`src/rtl/score_bcd_seq.sv`:
```
// score_bcd_seq: sequential binary-to-BCD converter (shift-and-add-3).
// Converts `score` one bit per clock and holds the last completed result
// on `bcd`. A conversion starts on `start` or, with `auto_en`, whenever
// `score` differs from the last converted value.
// Optional feature: define BCD_BLANK_EN to add the registered `blank`
// leading-zero suppression output.
module score_bcd_seq #(
  parameter int WIDTH  = 8,
  parameter int DIGITS = 3
) (
  input  logic                  clock,
  input  logic                  reset_n,
  input  logic [WIDTH-1:0]      score,
  input  logic                  start,
  input  logic                  auto_en,
  output logic                  busy,
  output logic                  done,
  output logic [4*DIGITS-1:0]   bcd
`ifdef BCD_BLANK_EN
  ,
  output logic [DIGITS-1:0]     blank
`endif
);

  localparam int BW = 4 * DIGITS;
  localparam int CW = $clog2(WIDTH + 1);

`ifdef BCD_BLANK_EN
  // Reset display of 0: every digit above the ones digit is blanked.
  localparam logic [DIGITS-1:0] BLANK_RST = ~DIGITS'(1'b1);
`endif

  typedef enum logic [1:0] {
    ST_IDLE,
    ST_SHIFT,
    ST_DONE
  } state_e;

  state_e            state_q, state_d;
  logic [WIDTH-1:0]  bin_q,   bin_d;    // bits still to be shifted in
  logic [WIDTH-1:0]  cap_q,   cap_d;    // value captured at the trigger
  logic [WIDTH-1:0]  last_q,  last_d;   // value of last completed result
  logic [BW-1:0]     acc_q,   acc_d;    // BCD scratch accumulator
  logic [BW-1:0]     bcd_q,   bcd_d;    // displayed result
  logic [CW-1:0]     cnt_q,   cnt_d;    // shifts remaining
  logic              busy_q,  busy_d;
  logic              done_q,  done_d;
  logic [BW-1:0]     acc_adj;           // acc after the add-3 correction
  logic              trigger;
`ifdef BCD_BLANK_EN
  logic [DIGITS-1:0] blank_q, blank_d;
`endif

  // Add 3 to every BCD digit that is 5 or more, so the following left
  // shift carries correctly into the next digit.
  function automatic logic [BW-1:0] add3_digits(input logic [BW-1:0] a);
    logic [BW-1:0] r;
    r = a;
    for (int i = 0; i < DIGITS; i++) begin
      if (a[4*i +: 4] >= 4'd5) begin
        r[4*i +: 4] = a[4*i +: 4] + 4'd3;
      end
    end
    return r;
  endfunction

`ifdef BCD_BLANK_EN
  // Bit i (i >= 1) is set when digit i and every higher digit are zero.
  function automatic logic [DIGITS-1:0] blank_of(input logic [BW-1:0] b);
    logic [DIGITS-1:0] r;
    logic              all_zero;
    r        = '0;
    all_zero = 1'b1;
    for (int i = DIGITS - 1; i >= 1; i--) begin
      all_zero = all_zero && (b[4*i +: 4] == 4'd0);
      r[i]     = all_zero;
    end
    return r;
  endfunction
`endif

  // Trigger condition evaluated only while idle.
  always_comb begin
    trigger = start || (auto_en && (score != last_q));
  end

  // Next-state and datapath logic for the IDLE/SHIFT/DONE sequencer.
  always_comb begin
    // NOTE: every variable gets its hold value first, so no path through
    // the case statement can leave one unassigned and infer a latch.
    state_d = state_q;
    bin_d   = bin_q;
    cap_d   = cap_q;
    last_d  = last_q;
    acc_d   = acc_q;
    bcd_d   = bcd_q;
    cnt_d   = cnt_q;
    acc_adj = add3_digits(acc_q);
`ifdef BCD_BLANK_EN
    blank_d = blank_q;
`endif

    case (state_q)
      ST_IDLE: begin
        if (trigger) begin
          bin_d   = score;
          cap_d   = score;
          acc_d   = '0;
          cnt_d   = CW'(WIDTH);
          state_d = ST_SHIFT;
        end
      end

      ST_SHIFT: begin
        // Correction first, then one left shift of the {acc, bin} pair.
        {acc_d, bin_d} = {acc_adj, bin_q} << 1;
        cnt_d          = cnt_q - CW'(1);
        if (cnt_q == CW'(1)) begin
          bcd_d   = acc_d;
          last_d  = cap_q;
`ifdef BCD_BLANK_EN
          blank_d = blank_of(acc_d);
`endif
          state_d = ST_DONE;
        end
      end

      ST_DONE: begin
        state_d = ST_IDLE;
      end

      default: begin
        state_d = ST_IDLE;
      end
    endcase

    // Status outputs are registered copies of where the FSM is heading.
    busy_d = (state_d != ST_IDLE);
    done_d = (state_d == ST_DONE);
  end

  // State and datapath registers with asynchronous active-low reset.
  always_ff @(posedge clock or negedge reset_n) begin
    // NOTE: registers update with non-blocking assignments so every flop
    // samples the pre-edge values regardless of statement order.
    if (!reset_n) begin
      // NOTE: the scratch registers are reset too; they are a handful of
      // flops, and a clean reset keeps simulation free of X propagation.
      state_q <= ST_IDLE;
      bin_q   <= '0;
      cap_q   <= '0;
      last_q  <= '0;
      acc_q   <= '0;
      bcd_q   <= '0;
      cnt_q   <= '0;
      busy_q  <= 1'b0;
      done_q  <= 1'b0;
`ifdef BCD_BLANK_EN
      blank_q <= BLANK_RST;
`endif
    end else begin
      state_q <= state_d;
      bin_q   <= bin_d;
      cap_q   <= cap_d;
      last_q  <= last_d;
      acc_q   <= acc_d;
      bcd_q   <= bcd_d;
      cnt_q   <= cnt_d;
      busy_q  <= busy_d;
      done_q  <= done_d;
`ifdef BCD_BLANK_EN
      blank_q <= blank_d;
`endif
    end
  end

  assign busy  = busy_q;
  assign done  = done_q;
  assign bcd   = bcd_q;
`ifdef BCD_BLANK_EN
  assign blank = blank_q;
`endif

endmodule

```
`config.mk`:
```
export PLATFORM = sky130hd
export DESIGN_NAME = score_bcd_seq
export DESIGN_NICKNAME = d
export VERILOG_FILES = /design/src/rtl/score_bcd_seq.sv
export SDC_FILE = /design/constraint.sdc
export NUM_CORES = 1
export LEC_CHECK = 0
export BUFFER_PORTS_ARGS = -buffer_cell sky130_fd_sc_hd__buf_2
export CELL_PAD_IN_SITES_DETAIL_PLACEMENT = 0
export CELL_PAD_IN_SITES_GLOBAL_PLACEMENT = 1
export CORE_MARGIN = 3
export CORE_UTILIZATION = 29
export DETAILED_ROUTE_END_ITERATION = 8
export GPL_TIMING_DRIVEN = 0
export PLACE_DENSITY_LB_ADDON = 0.12
export SKIP_CTS_REPAIR_TIMING = 1
export SYNTH_ARGS = -nofsm -noshare
export SYNTH_HDL_FRONTEND = slang
export SYNTH_SLANG_ARGS = --single-unit
```
`constraint.sdc`:
```
create_clock -name clock -period 3.2 [get_ports clock]
set_clock_uncertainty 0.1 [all_clocks]
set_input_delay 0.32 -clock clock [delete_from_list [all_inputs] [get_ports clock]]
set_output_delay 0.32 -clock clock [all_outputs]
set_load 0.1 [all_outputs]
```
==> flow_summary.toml, run 1 <==
[run_status]
status = "finished with violations"
violations = "hold timing"

[drt]
drc = 0
num_vias = 1863
postRouteAntennaNets = 0
vias_per_cell = 4.728
routedWlPerCell_um = 15.39
drt_iter0_drc = 55
first_pass_iters = 4
drt-total-wl_mm = 6.064

[sta]
period_share = 0.7221
fmax_mhz = 432.7
hold_viol = 56
fin_hold_ws_ps = -61.51
fin_setup_tns_ps = 0
rsz0062_at_grt = "no"
worst_slew_pin_slew_ps = 738.4
period_needed_ps = 2311
slew_viol_final = 0
slew_headroom = 0.5077
setup-violations-final = 0

[global_routing]
grt_pass1_vias = 1898
grt_max_degree = 57
antenna_found_initial = 0
grt_overflow = 0
grt_pass1_wl_mm = 10.39
grt.total_usage = 0.1284

[placement]
dp_hpwl_mm = 4.067
place_congestion = 0.7030
portBuffers = 25

[clock_network]
cts_root_buffer = "clkbuf_8"
clk_pin_slew_ps = 100
cts.sinks = 56
htreeDepth = 2
tritoncts = "done"
numCtsBuffers = 5
cts_buffer_depth = 2
clock_latency_ps = 310

[finish]
drive_gt1_frac = 0.2587
final_nets = 305
finalCoreUtilization = 0.3455
synthToLayoutAreaGrowth_pct = 13.71
antenna_cells = 0

[setup_path]
cp-end-kind = "register"
criticalPathCategory = "reg2reg"
critPathLaunchType = "register"
max_stage_delay_ps = 500
required_ps = 3300
path_cells = "xor2_1 > nor4_1 > a21boi_2 > o21ai_2 > mux2_2"
cpMaxStageDelayCell = "nor4_1"
crit_fanout = 8
worstPathArrival_ps = 2410

[logic_synthesis]
yosys.area.top_type_share = 0.5188
synth-seq-cells = 56
synthesis.instances = 253
yosys-top-cells-area = "dfrtp_1 52%, mux2_2 6.7%, nand2_1 6.0%, ha_1 3.7%, nor2_1 2.8%"
syn_area_um2 = 2701
ys_types = 39
yosys.area.top_type = "dfrtp_1"
yosys_warnings = 0
synth.avg_cell_area_um2 = 10.68
syn_nets = 273
ys_seq_area_frac = 0.5188

[power]
leakagePower_nw = 1.477
p_total_w = 0.003583
max-vdd-ir-drop_v = 0.0003316
power.density_nw_per_um2 = 1167

[floorplan]
num_io_pins = 26
rows = 34
core_region_area_um2 = 8891
dieArea_um2 = 10510
die_y_um = 102.5
start_util = 0.3038
fp.dieW_um = 102.5

[hold_path]
min_path_type = "in2async"

[job]
drv_cap = 0
-- per-layer routing --
| metal | GRT usage | share of wire | vias up |
|---|---|---|---|
| li1 | - | - | 939 |
| met1 | 0.1829 | 0.52 | 896 |
| met2 | 0.1971 | 0.45 | 26 |
| met3 | 0.03180 | 0.029 | 2 |
| met4 | 0.03027 | 0.0066 | 0 |
| met5 | 0 | 0 | - |
-- stage by stage --
stage / worst slack (ps) / instance area, µm² / instances / hold slack, ps
CTS: 807.4 / 3069 / 394 / 187.3
global route: 750.2 / 3072 / 394 / 3.247
finish: 889.1 / 3072 / 394 / -61.51
global placement: 766.1 / 2962 / 386 / 340.1
floorplan: 1282 / 2701 / 253 / -75.59
detailed placement: 769.8 / 2962 / 386 / 347.7
-- placed cells by master, fill, tap and decap left out, types with 7 or more instances in the layout --
cell type	n
a21oi_1	13
ha_1	8
nor2_1	20
nand2_1	43
a22o_2	7
mux2_2	16
buf_2	25
inv_1	12
clkbuf_1	7
o21ai_0	10
dfrtp_1	56
xor2_1	8
-- layout make-up --
cell class | count | area [µm²]
Tap cell | 108 | 135.1
Inverter | 13 | 48.80
Sequential cell | 56 | 1401
Buffer | 12 | 80.08
Multi-Input combinational cell | 172 | 1171
Fill cell | 928 | 5819
Timing Repair Buffer | 25 | 127.6
Clock buffer | 6 | 72.57
Clock inverter | 2 | 35.03
-- cells in the mapped netlist (all sizes together) --
library cell	instances
ha	8
clkinv	1
o21a	1
buf	6
a211o	1
a22o	11
and4	1
xnor2	3
a31o	2
nor3	2
dfrtp	56
clkbuf	6
a21oi	13
a32oi	1
a21boi	1
a221o	7
xor2	8
o31ai	1
a22oi	1
nand2	43
nand2b	3
a31oi	1
nand3	2
and2	1
o2bb2ai	3
nor3b	3
o22ai	1
o21ai	11
mux2	16
nor2	20
nor2b	3
nor4	2
inv	12
mux2i	2
-- worst max-delay path: cells and delay by family, from the launching register on --
kind	cells	cell delay [ps]
AO/OA/AOI/OAI	2	650
AND/OR/NAND/NOR	1	500
XOR/XNOR	1	160
flip-flops	1	400
multiplexers	1	390
-- cell families after synthesis --
| family | after synthesis | share of synthesized area |
|---|---|---|
| AND/OR/NAND/NOR | 80 | 0.1283 |
| AO/OA/AOI/OAI | 55 | 0.1584 |
| buffers and inverters | 25 | 0.04770 |
| adder cells (fa/ha/maj) | 8 | 0.03706 |
| multiplexers | 18 | 0.07411 |
| XOR/XNOR | 11 | 0.03567 |
| flip-flops | 56 | 0.5188 |
-- final timing paths --
path / from / end / slack (ps) / depth (start not counted)
min in group clock: score[3] / bin_q[3]$_DFFE_PN0P_ / 200 / 2
hold reg to reg: cap_q[6]$_DFFE_PN0P_ / last_q[6]$_DFFE_PN0P_ / 370 / 2
max in group asynchronous: reset_n / acc_q[3]$_DFFE_PN0P_ / 2540 / 1
hold / removal: reset_n / bcd[7]$_DFFE_PN0P_ / -60 / 1
setup / recovery: last_q[5]$_DFFE_PN0P_ / cap_q[2]$_DFFE_PN0P_ / 890 / 5
setup reg to reg: last_q[5]$_DFFE_PN0P_ / cap_q[2]$_DFFE_PN0P_ / 890 / 5
-- power by group --
part / internal [W] / switching, W / total (W)
logic: 0.000669 / 0.00122 / 0.00189
clock network: 0.000233 / 0.000230 / 0.000463
registers: 0.00102 / 0.000208 / 0.00123
total: 0.00193 / 0.00166 / 0.00358
-- state kept, by name, indices dropped and copies added, names as in the netlist --
| register | cells |
|---|---|
| acc_q | 12 |
| bcd | 12 |
| bin_q | 8 |
| busy | 1 |
| cap_q | 8 |
| cnt_q | 4 |
| done | 1 |
| last_q | 8 |
| state_q | 2 |
(Power assumes the default switching activity.)
==> run 2, diff against run 1 <==
==> constraint.sdc (replaced) <==
create_clock -name clock -period 2.4 [get_ports clock]
set_clock_uncertainty 0.1 [all_clocks]
set_input_delay 0.24 -clock clock [delete_from_list [all_inputs] [get_ports clock]]
set_output_delay 0.24 -clock clock [all_outputs]
set_load 0.1 [all_outputs]
==> run 2 against run 1 <==
  * The run now ends clean
  * Sequential share of layout area shrank 0.26 points
  * Wire length grew 0.35%
  * Total power grew 34%
  * Critical path depth grew 1
  * Cell count grew 0.25%
  * Die area is the same
  * First-iteration DRC count grew 29%
  * Register-to-register slack lost 690 ps
  * Flip-flop and latch count is the same
  * Worst setup slack lost 690 ps
  * Clock power grew 33%
==> flow_summary.toml, run 2 (synthesis gave the netlist of run 1 again) <==
[finish]
synthToLayoutAreaGrowth_pct = 14.36
layout_commonest_cell = "dfrtp_1"
antenna_cells = 0
final_nets = 306
final_cell_mix = "56 x dfrtp_1, 43 x nand2_1, 25 x buf_2"
drive_gt1_frac = 0.2578

[placement]
dp_hpwl_mm = 4.067
place_congestion = 0.7030
portBuffers = 25

[drt]
vias_per_cell = 4.722
drt_iter0_drc = 71
drc = 0
routedWlPerCell_um = 15.41
num_vias = 1865
drt-total-wl_mm = 6.085
first_pass_iters = 4
postRouteAntennaNets = 0

[sta]
slew_headroom = 0.5068
fmax_mhz = 453.8
worst_slew_pin_slew_ps = 739.9
fin_hold_ws_ps = 115.1
slew_viol_final = 0
hold_viol = 0
setup-violations-final = 0
period_needed_ps = 2204
rsz0062_at_grt = "no"
period_share = 0.9182
fin_setup_tns_ps = 0

[clock_network]
cts_buffer_depth = 2
clock_latency_ps = 310
clk_pin_slew_ps = 100
numCtsBuffers = 5
htreeDepth = 2
tritoncts = "done"
cts.sinks = 56
cts_root_buffer = "clkbuf_8"

[setup_path]
critPathLaunchType = "register"
required_ps = 2480
criticalPathCategory = "reg2reg"
cp-end-kind = "register"
worstPathArrival_ps = 2280
crit_fanout = 10

[power]
clock_power_share = 0.129
leakagePower_nw = 1.482
max-vdd-ir-drop_v = 0.0004423
switching_share = 0.4626
p_sw_w = 0.002215
power.density_nw_per_um2 = 1550
comb_power_share = 0.527
intPower_w = 0.002573
seq_power_share = 0.344

[floorplan]
core_region_area_um2 = 8891
die_y_um = 102.5
fp.dieW_um = 102.5
start_util = 0.3038
num_io_pins = 26
rows = 34
dieArea_um2 = 10510

[global_routing]
grt_pass1_wl_mm = 10.39
grt.total_usage = 0.1284
antenna_found_initial = 0
grt_max_degree = 57
grt_pass1_vias = 1898
grt_overflow = 0

[run_status]
status = "completed"

[job]
drv_cap = 0

[hold_path]
min_path_type = "in2reg"
## run 2: area by class of cell
cell class	instances	area [µm²]
fill	927	5802
sequential	56	1401
multi-input combinational	172	1179
timing repair buffer	26	137.6
tap	108	135.1
buffer	12	80.08
clock buffer	6	72.57
inverter	13	48.80
clock inverter	2	35.03
## run 2: worst paths after layout
path / start / to / slack, ps / cells after the start
max in group asynchronous: reset_n / acc_q[3]$_DFFE_PN0P_ / 1280 / 2
min reg2reg: cap_q[6]$_DFFE_PN0P_ / last_q[6]$_DFFE_PN0P_ / 370 / 2
min: score[3] / bin_q[3]$_DFFE_PN0P_ / 120 / 2
min in group asynchronous: reset_n / bcd[7]$_DFFE_PN0P_ / 400 / 2
max reg2reg: last_q[5]$_DFFE_PN0P_ / cnt_q[3]$_DFFE_PN0P_ / 200 / 6
max: last_q[5]$_DFFE_PN0P_ / cnt_q[3]$_DFFE_PN0P_ / 200 / 6
## run 2: worst max-delay path, cell delays in order (launching register included)
cell,delay [ps]
dfrtp_1,400
xor2_1,160
nor4_1,500
a21boi_2,190
o31ai_4,410
buf_6,220
a22oi_1,90
## run 2: power groups by stage
| stage | Combinational (W) | Sequential [W] | Clock [W] |
|---|---|---|---|
| after floorplan | 0.00134 | 0.00235 | 0 |
| after global placement | 0.00254 | 0.00166 | 0 |
| after detailed placement | 0.00255 | 0.00167 | 0 |
| after CTS | 0.00256 | 0.00165 | 0.000653 |
| after global routing | 0.00278 | 0.00171 | 0.000700 |
| final | 0.00253 | 0.00164 | 0.000618 |
## run 2: per-stage QoR
stage	area [µm²]	total power, W	cells	utilization	setup WS, ps
floorplan	2701	0.003690	253	-	481.7
global placement	2962	0.004201	386	0.3331	30.29
detailed placement	2962	0.004219	386	0.3331	27.57
CTS	3069	0.004862	394	0.3452	7.396
global route	3089	0.005191	395	0.3475	61.59
finish	3089	0.004788	395	0.3475	196.2
## run 2: routing by layer
metal	GRT usage	routed length, µm
met2	0.1971	2737
met3	0.03180	150
met4	0.03027	40
met5	0	0
met1	0.1829	3157
